## src/rtl/synth_ctrl_pkg.sv

```systemverilog
// Shared MIDI controller constants, decoded command flags and the slew step helper.
package synth_ctrl_pkg;

   localparam logic [13:0] PB_CENTER    = 14'd8192;
   localparam logic [6:0]  CC_MOD_MSB   = 7'd1;
   localparam logic [6:0]  CC_MOD_LSB   = 7'd33;
   localparam logic [6:0]  CC_RESET_ALL = 7'd121;

   typedef struct packed {
      logic pitch_wr;
      logic mod_msb;
      logic mod_lsb;
      logic reset_all;
   } ctrl_cmd_t;

   // Move cur toward tgt by at most step; lands exactly on tgt instead of overshooting.
   function automatic logic [13:0] slew_next(input logic [13:0] cur,
                                             input logic [13:0] tgt,
                                             input logic [13:0] step);
      logic [13:0] diff;
      if (tgt >= cur) begin
         diff      = tgt - cur;
         slew_next = (diff > step) ? cur + step : tgt;
      end else begin
         diff      = cur - tgt;
         slew_next = (diff > step) ? cur - step : tgt;
      end
   endfunction

endpackage

```

## src/rtl/rt_slew.sv

```systemverilog
// One channel of pitch smoothing: steps the output toward the target once per tick.
module rt_slew
   import synth_ctrl_pkg::*;
#(
   parameter int unsigned SLEW_STEP = 64
) (
   input  logic        clk_i,
   input  logic        rst_ni,
   input  logic [13:0] target_i,
   input  logic        tick_i,
   output logic [13:0] smooth_o
);

   localparam logic [13:0] STEP = 14'(SLEW_STEP);

   logic [13:0] smooth_q, smooth_d;

   generate
      if (SLEW_STEP == 0) begin : g_bypass
         assign smooth_d = target_i;
      end else begin : g_slew
         assign smooth_d = tick_i ? slew_next(smooth_q, target_i, STEP) : smooth_q;
      end
   endgenerate

   always_ff @(posedge clk_i or negedge rst_ni) begin
      if (!rst_ni) smooth_q <= PB_CENTER;
      else         smooth_q <= smooth_d;
   end

   assign smooth_o = smooth_q;

endmodule

```

## src/rtl/rt_controllers_mc.sv

```systemverilog
// Multi-channel MIDI pitch-bend / mod-wheel tracker with per-channel slewed pitch output.
module rt_controllers_mc
   import synth_ctrl_pkg::*;
#(
   parameter int CHANNELS  = 2,
   parameter int CH_WIDTH  = 1,
   parameter int SLEW_DIV  = 50,
   parameter int SLEW_STEP = 64
) (
   input  logic                     CLOCK_50,
   input  logic                     reset_data_N,
   input  logic [7:0]               ictrl,
   input  logic [7:0]               ictrl_data,
   input  logic [CH_WIDTH-1:0]      ch,
   input  logic                     pitch_cmd,
   input  logic                     cc_cmd,
   output logic [CHANNELS*14-1:0]   pitch_val,
   output logic [CHANNELS*14-1:0]   pitch_smooth,
   output logic [CHANNELS*14-1:0]   mod_val,
   output logic [CHANNELS-1:0]      pitch_upd
);

   localparam int            CW       = (SLEW_DIV > 1) ? $clog2(SLEW_DIV) : 1;
   localparam logic [CW-1:0] DIV_LAST = CW'(SLEW_DIV - 1);

   logic                      pitch_cmd_q, cc_cmd_q;
   logic                      pitch_rise, cc_rise, ch_ok;
   logic [31:0]               ch_idx;
   logic [6:0]                ctrl_num;
   ctrl_cmd_t                 cmd;
   logic [CW-1:0]             tick_cnt_q, tick_cnt_d;
   logic                      tick;
   logic [CHANNELS-1:0][13:0] pitch_val_q, pitch_val_d;
   logic [CHANNELS-1:0][13:0] mod_val_q, mod_val_d;
   logic [CHANNELS-1:0][13:0] smooth_w;
   logic [CHANNELS-1:0]       pitch_upd_q, pitch_upd_d;
   logic                      unused_bit7;

   // MIDI data bytes are 7-bit; the top bit carries nothing.
   assign unused_bit7 = ^{ictrl[7], ictrl_data[7]};

   assign pitch_rise = pitch_cmd & ~pitch_cmd_q;
   assign cc_rise    = cc_cmd & ~cc_cmd_q;
   assign ch_idx     = 32'(ch);
   assign ch_ok      = ch_idx < 32'(CHANNELS);
   assign ctrl_num   = ictrl[6:0];

   always_comb begin
      cmd           = '0;
      cmd.pitch_wr  = pitch_rise;
      cmd.mod_msb   = cc_rise && (ctrl_num == CC_MOD_MSB);
      cmd.mod_lsb   = cc_rise && (ctrl_num == CC_MOD_LSB);
      cmd.reset_all = cc_rise && (ctrl_num == CC_RESET_ALL);
   end

   // Reset-all is applied last so it overrides a coincident pitch write.
   always_comb begin
      pitch_val_d = pitch_val_q;
      mod_val_d   = mod_val_q;
      pitch_upd_d = '0;
      for (int k = 0; k < CHANNELS; k++) begin
         if (ch_ok && (ch_idx == 32'(k))) begin
            if (cmd.pitch_wr) pitch_val_d[k]     = {ictrl_data[6:0], ictrl[6:0]};
            if (cmd.mod_msb)  mod_val_d[k]       = {ictrl_data[6:0], 7'd0};
            if (cmd.mod_lsb)  mod_val_d[k][6:0]  = ictrl_data[6:0];
            if (cmd.reset_all) begin
               pitch_val_d[k] = PB_CENTER;
               mod_val_d[k]   = '0;
            end
            pitch_upd_d[k] = cmd.pitch_wr | cmd.reset_all;
         end
      end
   end

   assign tick       = (tick_cnt_q == DIV_LAST);
   assign tick_cnt_d = tick ? '0 : tick_cnt_q + 1'b1;

   always_ff @(posedge CLOCK_50 or negedge reset_data_N) begin
      if (!reset_data_N) begin
         pitch_cmd_q <= 1'b0;
         cc_cmd_q    <= 1'b0;
         tick_cnt_q  <= '0;
         pitch_val_q <= {CHANNELS{PB_CENTER}};
         mod_val_q   <= '0;
         pitch_upd_q <= '0;
      end else begin
         pitch_cmd_q <= pitch_cmd;
         cc_cmd_q    <= cc_cmd;
         tick_cnt_q  <= tick_cnt_d;
         pitch_val_q <= pitch_val_d;
         mod_val_q   <= mod_val_d;
         pitch_upd_q <= pitch_upd_d;
      end
   end

   generate
      for (genvar g = 0; g < CHANNELS; g++) begin : g_ch
         rt_slew #(
            .SLEW_STEP (SLEW_STEP)
         ) u_slew (
            .clk_i    (CLOCK_50),
            .rst_ni   (reset_data_N),
            .target_i (pitch_val_q[g]),
            .tick_i   (tick),
            .smooth_o (smooth_w[g])
         );
      end
   endgenerate

   assign pitch_val    = pitch_val_q;
   assign pitch_smooth = smooth_w;
   assign mod_val      = mod_val_q;
   assign pitch_upd    = pitch_upd_q;

endmodule
```

## config.mk

```make
export PLATFORM = sky130hd
export DESIGN_NAME = rt_controllers_mc
export DESIGN_NICKNAME = d
export VERILOG_FILES = /design/src/rtl/synth_ctrl_pkg.sv /design/src/rtl/rt_slew.sv /design/src/rtl/rt_controllers_mc.sv
export SDC_FILE = /design/constraint.sdc
export NUM_CORES = 1
export LEC_CHECK = 0
export ABC_AREA = 0
export BUFFER_PORTS_ARGS = -buffer_cell sky130_fd_sc_hd__buf_2
export CAP_MARGIN = 0
export CORE_MARGIN = 1
export CORE_UTILIZATION = 45
export CTS_CLUSTER_SIZE = 12
export DETAILED_ROUTE_END_ITERATION = 12
export PLACE_DENSITY = 0.65
export SLEW_MARGIN = 25
export SYNTH_ARGS = -nofsm -noshare
export SYNTH_HDL_FRONTEND = slang
export SYNTH_HIERARCHICAL = 1
export SYNTH_SLANG_ARGS = --single-unit
```

## constraint.sdc

```tcl
create_clock -name CLOCK_50 -period 2.94 [get_ports CLOCK_50]
set_input_delay 0.735 -clock CLOCK_50 [delete_from_list [all_inputs] [get_ports CLOCK_50]]
set_output_delay 0.735 -clock CLOCK_50 [all_outputs]
set_load 0.005 [all_outputs]
```

# Word level (Yosys, flattened, before mapping)
# Cells that the tools add are included.
# Widths: inputs -> output; s select.
[op_classes]
n_bitwise = 5
reduce_logical = 15
magnitude_cmp = 7
mux = 14
n_addsub = 9
eq_ne = 4
[op_table]
columns = ["op", "count"]
rows = [
  ["$mux 14", 10],
  ["$gt 14x7->1 const B", 4],
  ["$sub 14x14->14", 4],
  ["$logic_not 32->1", 1],
  ["$add 14x7->14 const B", 2],
  ["$ge 14x14->1", 2],
  ["$sub 14x7->14 const B", 2],
  ["$reduce_and 2->1", 6],
  ["$eq 7x1->1 const B", 1],
  ["$eq 7x6->1 const B", 1],
  ["$eq 7x7->1 const B", 1],
  ["$mux 7", 1],
  ["$add 6x1->6 const B", 1],
  ["$eq 6x6->1 const B", 1],
  ["$mux 6", 1],
  ["$logic_and 1x1->1", 5],
  ["$reduce_bool 2->1", 2],
  ["$reduce_bool 3->1", 1],
  ["$and 1x1->1", 2],
  ["$lt 1x2->1 const B", 1],
  ["$mux 1", 2],
  ["$not 1->1", 2],
  ["$or 1x1->1", 1],
]
[word_totals]
register_bits = 94
in_bits = 21
word_cells = 66

# Logic depth before layout (Yosys ltp)
[depth]
ltp_word = 6
ltp_mapped = 13
ltp_nobuf = 13

# By module
# The synthesis kept the hierarchy.
[by_module_without_submodules]
columns = ["mod", "area_per_inst_um2", "instances", "seq_area_each_um2", "cells_each"]
rows = [
  ["rt_slew", 2527.4, 2, 351.6, 329],
  ["rt_controllers_mc", 2811.4, 1, 1654.1, 261],
]

# Worst setup path after synthesis
# No wires, ideal clock.
[synth_timing]
path_kind = "reg2reg"
start = "register pitch_val_q (netlist bit pitch_val[1])"
end = "register g_ch[0].u_slew.smooth_q[10]"
arrival_ns = 2.951
t_required_ns = 2.860
stages_incl_launch_ff = 12
slack_ns = -0.091
path_buffers = 0
setup_time_ns = 0.080
cell_sequence = "dfrtp_1 inv_1 ha_1 nor2b_4 o2111ai_2 a21oi_2 or4_1 a222oi_1 and3_1 nor3_1 or4_4 o211ai_2"
[synth_via]
elab_chain_len = 4
elab_cells_between_ends = 8
classes_between = "add/sub (2); order compare (3); mux (3)"
[synth_rtl]
columns = ["element", "line_no", "text"]
rows = [
  ["start: declaration", "rt_controllers_mc.sv:33", "logic [CHANNELS-1:0][13:0] pitch_val_q, pitch_val_d;"],
  ["start signal: assignment", "rt_controllers_mc.sv:83", "pitch_val_q <= {CHANNELS{PB_CENTER}};"],
  ["start signal: assignment", "rt_controllers_mc.sv:90", "pitch_val_q <= pitch_val_d;"],
  ["$sub 14x14->14 (on tied branches)", "synth_ctrl_pkg.sv:25, synth_ctrl_pkg.sv:22", ""],
  ["$gt 14x7->1 (on tied branches)", "synth_ctrl_pkg.sv:26, synth_ctrl_pkg.sv:23", ""],
  ["$mux 14 (on tied branches)", "synth_ctrl_pkg.sv:26, synth_ctrl_pkg.sv:23", ""],
  ["$mux 14 *", "synth_ctrl_pkg.sv:21", "if (tgt >= cur) begin"],
  ["end signal: assignment", "rt_slew.sv:28", "else smooth_q <= smooth_d;"],
  ["end: declaration", "rt_slew.sv:16", "logic [13:0] smooth_q, smooth_d;"],
]
# Mark *: on every way between the ends. The rest lies on a longest branch, timed or not.
# A chain may end at the register's enable or synchronous reset.

# Worst setup path in the final report
[layout_timing]
start = "register pitch_val_q (netlist bit pitch_val[0])"
end = "register g_ch[0].u_slew.smooth_q[4]"
# The elaborated chain is that of the path after synthesis.

==> flow_metrics.tcl <==
set metrics [dict create \
    cts_tree "yes" \
    route.antenna.remaining_nets 0 \
    syn_inst 919 \
    grt_pass1_wl_mm 40.4 \
    hold_viol 0 \
    r2r-end "g_ch[0].u_slew/smooth_o[4]" \
    wl_per_cell_um 17.6 \
    fill_cells 1426 \
    worst_hold_path_type "in -> async" \
    io_pins 107 \
    fin_crit_ns 3.22 \
    gp_congestion 0.962 \
    synth_nets 1002 \
    arrival_ns 3.45 \
    worst_slack_ns -0.278 \
    port_buffers 104 \
    clockBufferDepth 2 \
    post_drt_via_cell_ratio 5.75 \
    synth-edff-count 0 \
    track_usage_pct 28.6 \
    path_max_fanout 6 \
    peakVddDrop_mv 0.322 \
    critPathRequiredTime_ns 3.17 \
    die_w_um 134 \
    drive_above_1_share_pct 38.3 \
    async_reset_ff_share_pct 100 \
    rows 47 \
    clock-sinks 94 \
    yosys_warnings 6 \
    clk_pin_slew_worst_paths_ns 0.07 \
    overflow 0 \
    outcome "complete, but fails checks" \
    crit_path_start "pitch_val[0]" \
    r2r_start "pitch_val[0]" \
    end_kind "flip-flop" \
    drv_cap 0 \
    synth_area_leaders "dfrtp_1 29%, ha_1 9.5%, a21oi_1 5.3%" \
    synth_ff_type "dfrtp_1" \
    avgSynthCellArea_um2 8.56 \
    yosys.cell_count.top_type "nand2_1" \
    htree_levels 3 \
    finalCritPeriodShare_pct 109 \
    numCtsBuffers 9 \
    regArea_mm2 0.00236 \
    drtIter0Drc 546 \
    ys_ff_latch 94 \
    vias 8382 \
    dpl_cell_area_mm2 0.0102 \
    r2r.worst_path.cells 13 \
    synth_cell_types 78 \
    place_ws_ns -0.318 \
    grt_setup_unrepaired "yes" \
    start_util_pct 46.8 \
    critical_path.startpoint_type "flip-flop" \
    root_buffer "clkbuf_16" \
    core_mm2 0.0168 \
    violations "setup timing" \
    timing.fmax_mhz 311 \
    worstMarginPinSlew_ns 0.874 \
    slew_headroom_pct 41.2 \
    fin_nets 1314 \
    clock_latency_ns 0.36 \
    syn2layout_area_growth_pct 40.5 \
    grt_max_degree 50 \
    synth_area_mm2 0.00787 \
    skew_ns 0.0136 \
    synth_top_area_cell "dfrtp_1" \
    wl_mm 25.6 \
    reg2reg_setup_slack_ns -0.28 \
    p_leak_nw 5.21 \
    final_area_mm2 0.0111 \
    synth-seq-area-share_pct 30.0 \
    hold_buffers 0 \
    crit_type "reg -> reg" \
    dieArea_mm2 0.0180 \
    setup_viol 28 \
    holdWs_ns 0.376 \
    hpwl_mm 19.6 \
    die_h_um 134 \
    multi_input_area_mm2 0.00537 \
    yosys.area.top_type_share_pct 28.6 \
    drc 0 \
    grt_pass1_vias 7908 \
    powerDensity_mw_per_mm2 491 \
    slew_violations 0 \
    synth_commonest_cells "94 x nand2_1, 90 x dfrtp_1, 88 x inv_1" \
    dr.pass1.iters 6 \
    setup_tns_ns -5.07 \
    grt_antenna_before_repair 2 \
]
worst max path at each step:
stage	end	slack (ns)	cells past startpoint
after detailed placement	g_ch[0].u_slew/smooth_o[0]	-0.32	13
final	g_ch[0].u_slew/smooth_o[4]	-0.28	13
after CTS	g_ch[0].u_slew/smooth_o[4]	-0.23	14
after global routing	g_ch[0].u_slew/smooth_o[0]	-0.41	13
after floorplan	g_ch[1].u_slew/smooth_o[9]	-0.02	13
after global placement	g_ch[0].u_slew/smooth_o[1]	-0.28	13
area by class of cell:
| class | instances | area share, % |
|---|---|---|
| inverters | 90 | 3.08 |
| multi-input cells | 698 | 48.6 |
| repair buffers | 338 | 21.7 |
| well taps | 220 | 2.49 |
| diodes | 2 | 0.0453 |
| flip-flops and latches | 94 | 21.4 |
| clock inverters | 6 | 0.623 |
| clock buffers | 10 | 2.07 |
worst max-delay path, stage by stage, from the launching register on:
cell	delay, ns
dfrtp_2	0.45
ha_4	0.16
inv_2	0.03
fa_2	0.38
a21oi_2	0.17
o22ai_2	0.12
a211o_1	0.31
xnor2_1	0.14
nand4_1	0.20
or4_4	0.51
a21oi_4	0.22
nand2_4	0.12
buf_12	0.17
mux2i_1	0.11
logic make-up (layout without fill, tap and decap cells):
kind of cell             after synthesis  in the layout  share of synthesized area (%)
buffers and inverters                127            444                           7.43
XOR/XNOR                              35             35                           3.90
flip-flops                            94             94                           30.0
AND/OR/NAND/NOR                      287            287                           19.8
AO/OA/AOI/OAI                        284            284                           25.1
other                                  0              2                              0
multiplexers                          30             30                           3.82
adder cells (fa/ha/maj)               62             62                           10.1
cells in the final DEF (no fill, tap or decap), types with 6 or more instances in the layout:
cell,Yosys,layout
o21ai_1,8,12
and3_1,8,7
xnor2_1,26,26
a21o_1,8,8
nand2b_1,13,13
a211oi_1,20,16
buf_2,2,105
nand4_1,20,20
o22ai_1,8,6
dfrtp_1,90,86
a21oi_1,84,76
or3_1,6,6
or4_4,5,6
ha_1,60,45
buf_4,10,216
o221ai_1,9,7
a211o_1,6,6
nor2_1,36,35
ha_4,0,10
nor3_1,31,25
inv_1,88,80
a21oi_2,4,11
clkbuf_16,0,9
mux2i_1,30,30
nor2b_1,6,6
nand3_1,16,14
nand2_1,94,93
inv_2,0,7
xor2_1,9,9
a22o_1,14,14
o21ai_0,49,41
buf_12,0,7
nor3b_1,9,8
a211oi_2,2,6
buf_6,8,10
o211ai_1,8,8
registers in the layout, summed over array words and instances, names as in the netlist:
signal	cells
g_ch.u_slew/smooth_o	28
pitch_upd	2
mod_val	28
pitch_cmd_q	1
tick_cnt_q	6
cc_cmd_q	1
pitch_val	28
layer usage:
layer  global-route usage [%]  wire length, um  up-vias
met1                     40.0            11900     4071
met4                     10.5              671        0
met2                     44.0            11600      294
li1                         -                -     3971
met5                        0                0        -
met3                     5.03             1450       46
report_power, final:
part	switching, mW	total [mW]	internal [mW]
Clock	0.530	1.20	0.666
Sequential	0.0705	1.46	1.39
Combinational	1.40	2.77	1.37
Total	2.00	5.43	3.43
stage by stage:
| step | cells | power (mW) | utilization [%] |
|---|---|---|---|
| final | 1458 | 5.43 | 65.7 |
| after global routing | 1458 | 5.73 | 65.7 |
| after CTS | 1446 | 5.26 | 64.1 |
| after detailed placement | 1419 | 3.88 | 60.5 |
| after global placement | 1419 | 3.84 | 60.5 |
| after floorplan | 919 | 2.83 | - |
what timing repair did:
action	4_1_cts	5_1_grt
buffers inserted	10	9
gates resized for setup	49	46
setup endpoints to repair	28	28
cloned	1	1
pin swaps	18	22
Power figures use the tool's default switching activity.
